## config.mk

```make
export PLATFORM = sky130hd
export DESIGN_NAME = ma_stage
export DESIGN_NICKNAME = d
export VERILOG_FILES = /design/src/rtl/ma_stage_pkg.sv /design/src/rtl/ma_branch_resolve.sv /design/src/rtl/ma_stage.sv
export SDC_FILE = /design/constraint.sdc
export NUM_CORES = 1
export LEC_CHECK = 0
export CAP_MARGIN = 25
export CORE_MARGIN = 4
export CORE_UTILIZATION = 45
export DETAILED_ROUTE_END_ITERATION = 12
export GPL_TIMING_DRIVEN = 1
export PLACE_DENSITY = 0.87
export SLEW_MARGIN = 25
export SYNTH_ARGS = -nofsm -noshare
export SYNTH_HDL_FRONTEND = slang
export SYNTH_SLANG_ARGS = --single-unit
```

## constraint.sdc

```tcl
create_clock -name clk -period 2.3 [get_ports clk]
set_input_delay 0.46 -clock clk [delete_from_list [all_inputs] [get_ports clk]]
set_output_delay 0.46 -clock clk [all_outputs]
set_load 0.03 [all_outputs]
```

## src/rtl/ma_stage_pkg.sv

```systemverilog
// Shared definitions for the memory-access stage.
//   - MA-control bit positions within the 9-bit control word
//   - branch-condition encodings
//   - stage state enum
//   - default memory timeout and the stage latch layout
package ma_stage_pkg;

   localparam int unsigned MaCtrlW = 9;

   // MA-control bit indices
   localparam int unsigned MaMemEn    = 8;
   localparam int unsigned MaMemWr    = 7;
   localparam int unsigned MaHalt     = 6;
   localparam int unsigned MaBranch   = 5;
   localparam int unsigned MaBrCondHi = 4;
   localparam int unsigned MaBrCondLo = 3;
   localparam int unsigned MaJumpImm  = 2;
   localparam int unsigned MaJumpReg  = 1;
   localparam int unsigned MaLink     = 0;

   // Maximum WAIT cycles without an ack before the access is aborted.
   localparam int unsigned TimeoutDefault = 255;

   typedef enum logic [1:0] {
      BrZero    = 2'b00,
      BrNotZero = 2'b01,
      BrNeg     = 2'b10,
      BrNotNeg  = 2'b11
   } br_cond_e;

   typedef enum logic [1:0] {
      StIdle = 2'b00,
      StWait = 2'b01,
      StHalt = 2'b10
   } ma_state_e;

   // Everything captured from the EX bundle.
   typedef struct packed {
      logic [MaCtrlW-1:0] ma_ctrl;
      logic [2:0]         wb_ctrl;
      logic [15:0]        ex_out;
      logic [15:0]        rr_data2;
      logic [15:0]        pc_inc2;
      logic [15:0]        pc_add_imm;
      logic               zero;
      logic [2:0]         dst_reg;
   } ma_latch_t;

   // True when the branch condition holds for the given flags.
   function automatic logic br_cond_met(input br_cond_e cond, input logic zero,
                                        input logic sign);
      logic met;
      unique case (cond)
         BrZero:    met = zero;
         BrNotZero: met = ~zero;
         BrNeg:     met = sign;
         BrNotNeg:  met = ~sign;
         default:   met = 1'b0;
      endcase
      return met;
   endfunction

endpackage

```

## src/rtl/ma_branch_resolve.sv

```systemverilog
// Combinational branch/jump resolution for the captured bundle.
// Ports:
//   branch, br_cond, jump_imm, jump_reg : decoded MA-control fields
//   zero                                 : ALU zero flag
//   ex_out                               : ALU result (sign bit, jump-register target)
//   pc_add_imm                           : PC-relative target
//   taken                                : redirect required
//   pc_next                              : redirect target
module ma_branch_resolve
   import ma_stage_pkg::*;
(
   input  logic        branch,
   input  logic [1:0]  br_cond,
   input  logic        jump_imm,
   input  logic        jump_reg,
   input  logic        zero,
   input  logic [15:0] ex_out,
   input  logic [15:0] pc_add_imm,
   output logic        taken,
   output logic [15:0] pc_next
);

   always_comb begin
      taken   = jump_imm | jump_reg |
                (branch & br_cond_met(br_cond_e'(br_cond), zero, ex_out[15]));
      pc_next = jump_reg ? ex_out : pc_add_imm;
   end

endmodule

```

## src/rtl/ma_stage.sv

```systemverilog
// Memory-access stage: latches the EX bundle, resolves redirects, runs
// loads/stores over a req/ack handshake with timeout, and presents a
// one-cycle-valid writeback bundle.
// Ports:
//   clk, rst                      : clock, asynchronous active-low reset
//   in_valid .. dst_reg           : EX bundle
//   stall                         : upstream must hold its bundle
//   pc_redirect, pc_next          : one-cycle fetch redirect and target
//   mem_req/mem_wr/mem_addr/mem_wdata, mem_ack/mem_rdata : data memory port
//   out_valid .. out_dst_reg, err : WB bundle (err = access timed out)
//   halted                        : sticky halt indicator
module ma_stage
   import ma_stage_pkg::*;
#(
   parameter int unsigned TIMEOUT = TimeoutDefault
) (
   input  logic               clk,
   input  logic               rst,
   input  logic               in_valid,
   input  logic [MaCtrlW-1:0] in_MA_control,
   input  logic [2:0]         in_WB_control,
   input  logic [15:0]        EX_out,
   input  logic [15:0]        rr_data2,
   input  logic [15:0]        pc_inc2,
   input  logic [15:0]        pc_add_imm,
   input  logic               zero,
   input  logic [2:0]         dst_reg,
   output logic               stall,
   output logic               pc_redirect,
   output logic [15:0]        pc_next,
   output logic               mem_req,
   output logic               mem_wr,
   output logic [15:0]        mem_addr,
   output logic [15:0]        mem_wdata,
   input  logic               mem_ack,
   input  logic [15:0]        mem_rdata,
   output logic               out_valid,
   output logic [2:0]         out_WB_control,
   output logic [15:0]        wb_data,
   output logic [2:0]         out_dst_reg,
   output logic               err,
   output logic               halted
);

   localparam int unsigned CntW = $clog2(TIMEOUT + 1);

   ma_state_e   state_q, state_d;
   ma_latch_t   lat_q;
   logic        cap_q;        // first cycle after a capture
   logic        out_valid_q;
   logic        err_q;
   logic [15:0] rdata_q;
   logic [CntW-1:0] cnt_q;

   logic        capture;
   logic        wait_ack;
   logic        wait_timeout;
   logic        wait_done;
   logic        br_taken;
   logic [15:0] br_pc_next;

   assign capture      = in_valid & (state_q == StIdle);
   assign wait_ack     = (state_q == StWait) & mem_ack;
   // An ack in the final WAIT cycle still wins over the timeout.
   assign wait_timeout = (state_q == StWait) & ~mem_ack & (cnt_q == CntW'(TIMEOUT - 1));
   assign wait_done    = wait_ack | wait_timeout;

   ma_branch_resolve u_branch_resolve (
      .branch     (lat_q.ma_ctrl[MaBranch]),
      .br_cond    (lat_q.ma_ctrl[MaBrCondHi:MaBrCondLo]),
      .jump_imm   (lat_q.ma_ctrl[MaJumpImm]),
      .jump_reg   (lat_q.ma_ctrl[MaJumpReg]),
      .zero       (lat_q.zero),
      .ex_out     (lat_q.ex_out),
      .pc_add_imm (lat_q.pc_add_imm),
      .taken      (br_taken),
      .pc_next    (br_pc_next)
   );

   // State register
   always_ff @(posedge clk or negedge rst) begin
      if (!rst) begin
         state_q <= StIdle;
      end else begin
         state_q <= state_d;
      end
   end

   // Next-state logic
   always_comb begin
      state_d = state_q;
      unique case (state_q)
         StIdle: begin
            if (capture) begin
               if (in_MA_control[MaMemEn]) begin
                  state_d = StWait;
               end else if (in_MA_control[MaHalt]) begin
                  state_d = StHalt;
               end
            end
         end
         StWait: begin
            if (wait_done) begin
               state_d = lat_q.ma_ctrl[MaHalt] ? StHalt : StIdle;
            end
         end
         StHalt:  state_d = StHalt;
         default: state_d = StIdle;
      endcase
   end

   // Stage latch, wait counter and WB pulse registers
   always_ff @(posedge clk or negedge rst) begin
      if (!rst) begin
         lat_q       <= '0;
         cap_q       <= 1'b0;
         out_valid_q <= 1'b0;
         err_q       <= 1'b0;
         rdata_q     <= '0;
         cnt_q       <= '0;
      end else begin
         cap_q       <= capture;
         out_valid_q <= (capture & ~in_MA_control[MaMemEn]) | wait_done;
         err_q       <= wait_timeout;
         if (capture) begin
            lat_q <= '{ma_ctrl:    in_MA_control,
                       wb_ctrl:    in_WB_control,
                       ex_out:     EX_out,
                       rr_data2:   rr_data2,
                       pc_inc2:    pc_inc2,
                       pc_add_imm: pc_add_imm,
                       zero:       zero,
                       dst_reg:    dst_reg};
            cnt_q <= '0;
         end else if (state_q == StWait) begin
            cnt_q <= cnt_q + CntW'(1);
         end
         if (wait_ack) begin
            rdata_q <= mem_rdata;
         end
      end
   end

   // Outputs
   always_comb begin
      stall          = (state_q != StIdle);
      halted         = (state_q == StHalt);
      // Memory port driven straight from state so reset drops it immediately.
      mem_req        = (state_q == StWait);
      mem_wr         = mem_req & lat_q.ma_ctrl[MaMemWr];
      mem_addr       = mem_req ? lat_q.ex_out : '0;
      mem_wdata      = mem_req ? lat_q.rr_data2 : '0;
      pc_redirect    = cap_q & br_taken;
      pc_next        = br_pc_next;
      out_valid      = out_valid_q;
      err            = err_q;
      out_WB_control = lat_q.wb_ctrl;
      out_dst_reg    = lat_q.dst_reg;
      if (lat_q.ma_ctrl[MaLink]) begin
         wb_data = lat_q.pc_inc2;
      end else if (lat_q.ma_ctrl[MaMemEn] & ~lat_q.ma_ctrl[MaMemWr] & ~err_q) begin
         wb_data = rdata_q;
      end else begin
         wb_data = lat_q.ex_out;
      end
   end

endmodule

```

== Word level (Yosys, flattened, before mapping) ==
Index checks and enable logic that the tools add are counted.
Word-level totals
  output and inout bits: 77
  bits in registers: 109
  input bits: 100
Cells by class
  bitwise gates (word level): 20
  reductions and logical operators: 5
  add/subtract/negate cells: 1
  eq/ne operators: 9
  mux-type cells: 14
Operator list (count)
  $mux 16: 5
  $mux 8: 2
  $and 1x1->1: 10
  $mux 2: 5
  $add 8x1->8 const B: 1
  $eq 8x8->1 const B: 1
  $eq 2x2->1 const B: 3
  $not 1->1: 6
  $pmux 2 s3: 1
  $eq 2x1->1 const B: 2
  $logic_not 2->1: 2
  $or 1x1->1: 4
  $pmux 1 s4: 1
  $reduce_bool 2->1: 2
  $ne 3x3->1 const B: 1
  $reduce_and 3->1: 1
  $ne 2x1->1 const B: 1
  $ne 2x2->1 const B: 1

== Depth between registers and ports, before layout ==
  word-level depth: 6
  gate-level depth with buffers: 7

== By module ==
From an unflattened synthesis, not the netlist that was laid out.
Unflattened totals
  cell total of the unflattened synthesis: 555
  area, all modules: 5119.9 sq um
By module, submodules not included
  ma_stage: area an instance 4895.9 sq um, sequential area each 2727.6 sq um, cells an instance 534, instances 1
  ma_branch_resolve: area an instance 224.0 sq um, sequential area each 0.0 sq um, cells an instance 21, instances 1

== Worst setup path after synthesis ==
No wires, ideal clock.
  kind: register to output
  from: register err_q (netlist: err)
  to: output wb_data[10]
  buffers on the path: 2
  path slack: -0.114 ns
  data required time: 1.840 ns
  arrival: 1.954 ns
  cell stages (with the launch flop): 6
  cells stage by stage: dfrtp_1 nor3b_1 buf_2 buf_2 mux2i_1 o21ai_0
Between the ends
  longest elaborated chain between the ends: 4
RTL lines
  start: declaration: RTL line ma_stage.sv:51  | logic err_q;
  start signal: assignment: RTL line ma_stage.sv:124  | err_q <= wait_timeout;
  $not 1->1: RTL line ma_stage.sv:161  | end else if (lat_q.ma_ctrl[MaMemEn] & ~lat_q.ma_ctrl[MaMemWr] & ~err_q) begin
  $and 1x1->1: RTL line ma_stage.sv:161
  $mux 16: RTL line ma_stage.sv:161
  $mux 16: RTL line ma_stage.sv:159  | if (lat_q.ma_ctrl[MaLink]) begin
  end: declaration: RTL line ma_stage.sv:39  | output logic [15:0] wb_data,
No other way between the ends.

== Final worst setup path ==
  from: register err_q (netlist: err)
  to: output wb_data[6]
Same word-level chain as after synthesis.

==> results.md <==
- Placed inst area: 6830 µm²
- Worst rel slew slack: 70.3%
- FF-to-FF Start: state_q[1]
- DPL Wire Length: 9.36 mm
- Setup repair bufs after CTS: 0
- Biggest regs: lat_q: 74 flops, rdata_q: 16 flops, cnt_q: 8 flops
- Sw frac: 38.8%
- Placer Congestion: 0.834
- CTS clock-pin slew for the worst setup and hold paths: 70 ps
- Combinational Power Share: 48.9%
- WHS: 58.6 ps
- Unique cell type count in the Yosys netlist: 35
- Syn-to-layout area delta: 40.7%
- Synth Cell Area: 5050 µm²
- Crit-path max cell delay: 400 ps
- Deepest clock path buffer count: 2
- Setup TNS: 0 ps
- Vias per Instance: 5.17
- Final setup vio count: 0
- VDD IR max: 776 µV
- CP startpoint kind: flop
- Total wire length: 12.8 mm
- Largest net degree at the start of global routing: 62
- Initial antenna violation count: 0
- Syn_area_per_cell: 13.1 µm²
- # IOs: 177
- Crit. End Element: primary output
- First-pass GRT wire length: 20.3 mm
- Share of cells above drive strength 1: 34.1%
- Drt initial violations: 100
- NumNets Final: 657
- Top_reg_cell synth: dfrtp_1
- Congestion Overflow GR: 0
- Cell Chain, Critical Path: nor3b_2 > buf_6 > mux2i_1 > o21ai_1 > buf_4
- R2R Setup Slk: 480 ps
- Switch Pwr: 3.79 mW
- Synth Register Bits: 109
- Post-DRT Antenna Nets: 0
- Internal Power: 5.99 mW
- TritonCTS clock tree: yes
- I/O Buffers: 176
- Routed WL per cell: 18.3 µm
- Slew @ Worst Pin: 446 ps
- Worst path required time: 1840 ps
- RSZ-0062 raised after global routing: false
- Max reg flops: 74
- Vias in the first global route: 3,873
- Leak: 3.21 nW
- Drt first pass iters: 6
- Syn Inst Count: 386
- Max-cap check violation count: 0
- Arr. time, crit path: 1730 ps
- Syn Nets: 488
- H-tree depth: 3
- DIE AREA: 13,000 µm²
- Setup Skew: 5.25 ps
- Num CTS Buffers: 9
- DIE HEIGHT: 114 µm
- Fin. Hold Viols: 0
- CTS hold repair buffers: 0
- Num rows: 38
- Worst skew pair latency: 340 ps
- Root Driver: clkbuf_16
- Die width: 114 µm
- Fraction of power consumed by sequential logic: 35.2%
- CTS sink cnt: 109
- Register area share after synthesis: 54.0%
- Most flop-heavy register: lat_q
- EDFF count, synth: 0
- Yosys warns: 0
- Antenna cells: 0
- Post-route cell area: 7110 µm²
- CP max FO: 16
- Pwr dens: 1380 nW/µm²
- Core Util, Final: 65.0%
- Final Critical Period: 2190 ps
- All-Layer GR Usage: 20.0%
- Slowest CP cell: dfrtp_1
- Outcome: finished, final reports clean
- Post-synth ARST share: 100%
- Setup CP Type: reg2out
- Initial Util: 46.2%
- Worst R2R Path Depth: 6
- Clk pwr share: 15.8%
- Vias: 3,619
- Fillers: 835
- Core area: 10,900 µm²
- Max Slew Vio Count: 0
- Period utilisation layout: 95.4%
- Achievable Freq: 456 MHz
- # DRC: 0
- Most frequent cells in the layout: dfrtp_1, clkdlybuf4s50_1, mux2_2
- Reg2reg end: rdata_q[7]
- Worst Hold Class: in2async
-- power groups by stage --
| stage | registers, mW | clock network, mW | logic [mW] |
|---|---|---|---|
| after detailed placement | 3.47 | 0 | 4.98 |
| after floorplan | 3.21 | 0 | 3.41 |
| final | 3.45 | 1.55 | 4.79 |
| after global placement | 3.40 | 0 | 4.86 |
| after global routing | 3.56 | 1.68 | 5.09 |
| after CTS | 3.45 | 1.58 | 4.83 |
-- layer usage --
layer  wire [µm]  vias to the layer above  global-route usage (%)
met1        5470                     1817                    25.2
met2        6500                      106                    34.0
met5           0                        -                       0
met3         620                       17                    4.88
met4         229                        0                    6.81
li1            -                     1679                       -
-- cell families (layout without fill, tap and decap cells) --
group                    Yosys count  in the layout  share of synthesized area [%]
adder cells (fa/ha/maj)            2              2                          0.495
AND/OR/NAND/NOR                   78             78                           8.30
multiplexers                     131            131                           29.6
AO/OA/AOI/OAI                     30             30                           3.47
XOR/XNOR                           2              2                          0.347
flip-flops                       109            109                           54.0
buffers and inverters             34            208                           3.81
-- worst max-delay path by stage --
stage,startpoint,endpoint,slack (ps),depth (start not counted)
after floorplan,err,wb_data[10],110,5
after global placement,in_valid,lat_q[15],260,4
after detailed placement,in_valid,lat_q[15],250,4
after CTS,lat_q[78],wb_data[6],20,5
after global routing,state_q[1],mem_addr[10],0.5,5
final,err,wb_data[6],110,5
-- worst max-delay path: cells and delay by family (launching register included) --
| family | cells | cell delay (ps) |
|---|---|---|
| buf+inv | 2 | 440 |
| compound gates | 1 | 80 |
| mux | 1 | 270 |
| flops | 1 | 400 |
| simple gates | 1 | 200 |
-- Yosys cell counts, types with 3 or more instances --
library cell / count / share of area [%]
and2_1: 33 / 4.1
buf_2: 10 / 0.99
buf_4: 6 / 0.89
buf_6: 4 / 0.89
clkbuf_1: 8 / 0.59
dfrtp_1: 109 / 54
inv_1: 5 / 0.37
mux2_2: 99 / 22
mux2_4: 12 / 3.6
mux2i_1: 20 / 4.0
nand2_1: 28 / 2.1
nand3_1: 3 / 0.30
o21ai_0: 21 / 2.1
-- cell type report --
cell class,instances,area (µm²),share of cell area (%)
Tap cell,140,175,2.46
Multi-Input combinational cell,243,2140,30.1
Sequential cell,109,2730,38.4
Timing Repair Buffer,187,1750,24.6
Clock buffer,13,250,3.52
Inverter,5,18.8,0.264
Clock inverter,3,45.0,0.634
-- timing repair --
item                                    CTS  global route
gates cloned                              0             0
endpoints found under the setup margin   16            40
endpoints found under the hold margin     0             0
resized for setup                        16             5
pin swaps                                 0             1
-- per-stage QoR --
step	setup WS, ps	instances	total power [mW]
after floorplan	110	386	6.62
after global placement	255	684	8.26
after detailed placement	246	684	8.45
after CTS	24.2	700	9.86
after global routing	0.496	700	10.3
final	105	700	9.79
Power figures use the tool's default switching activity.
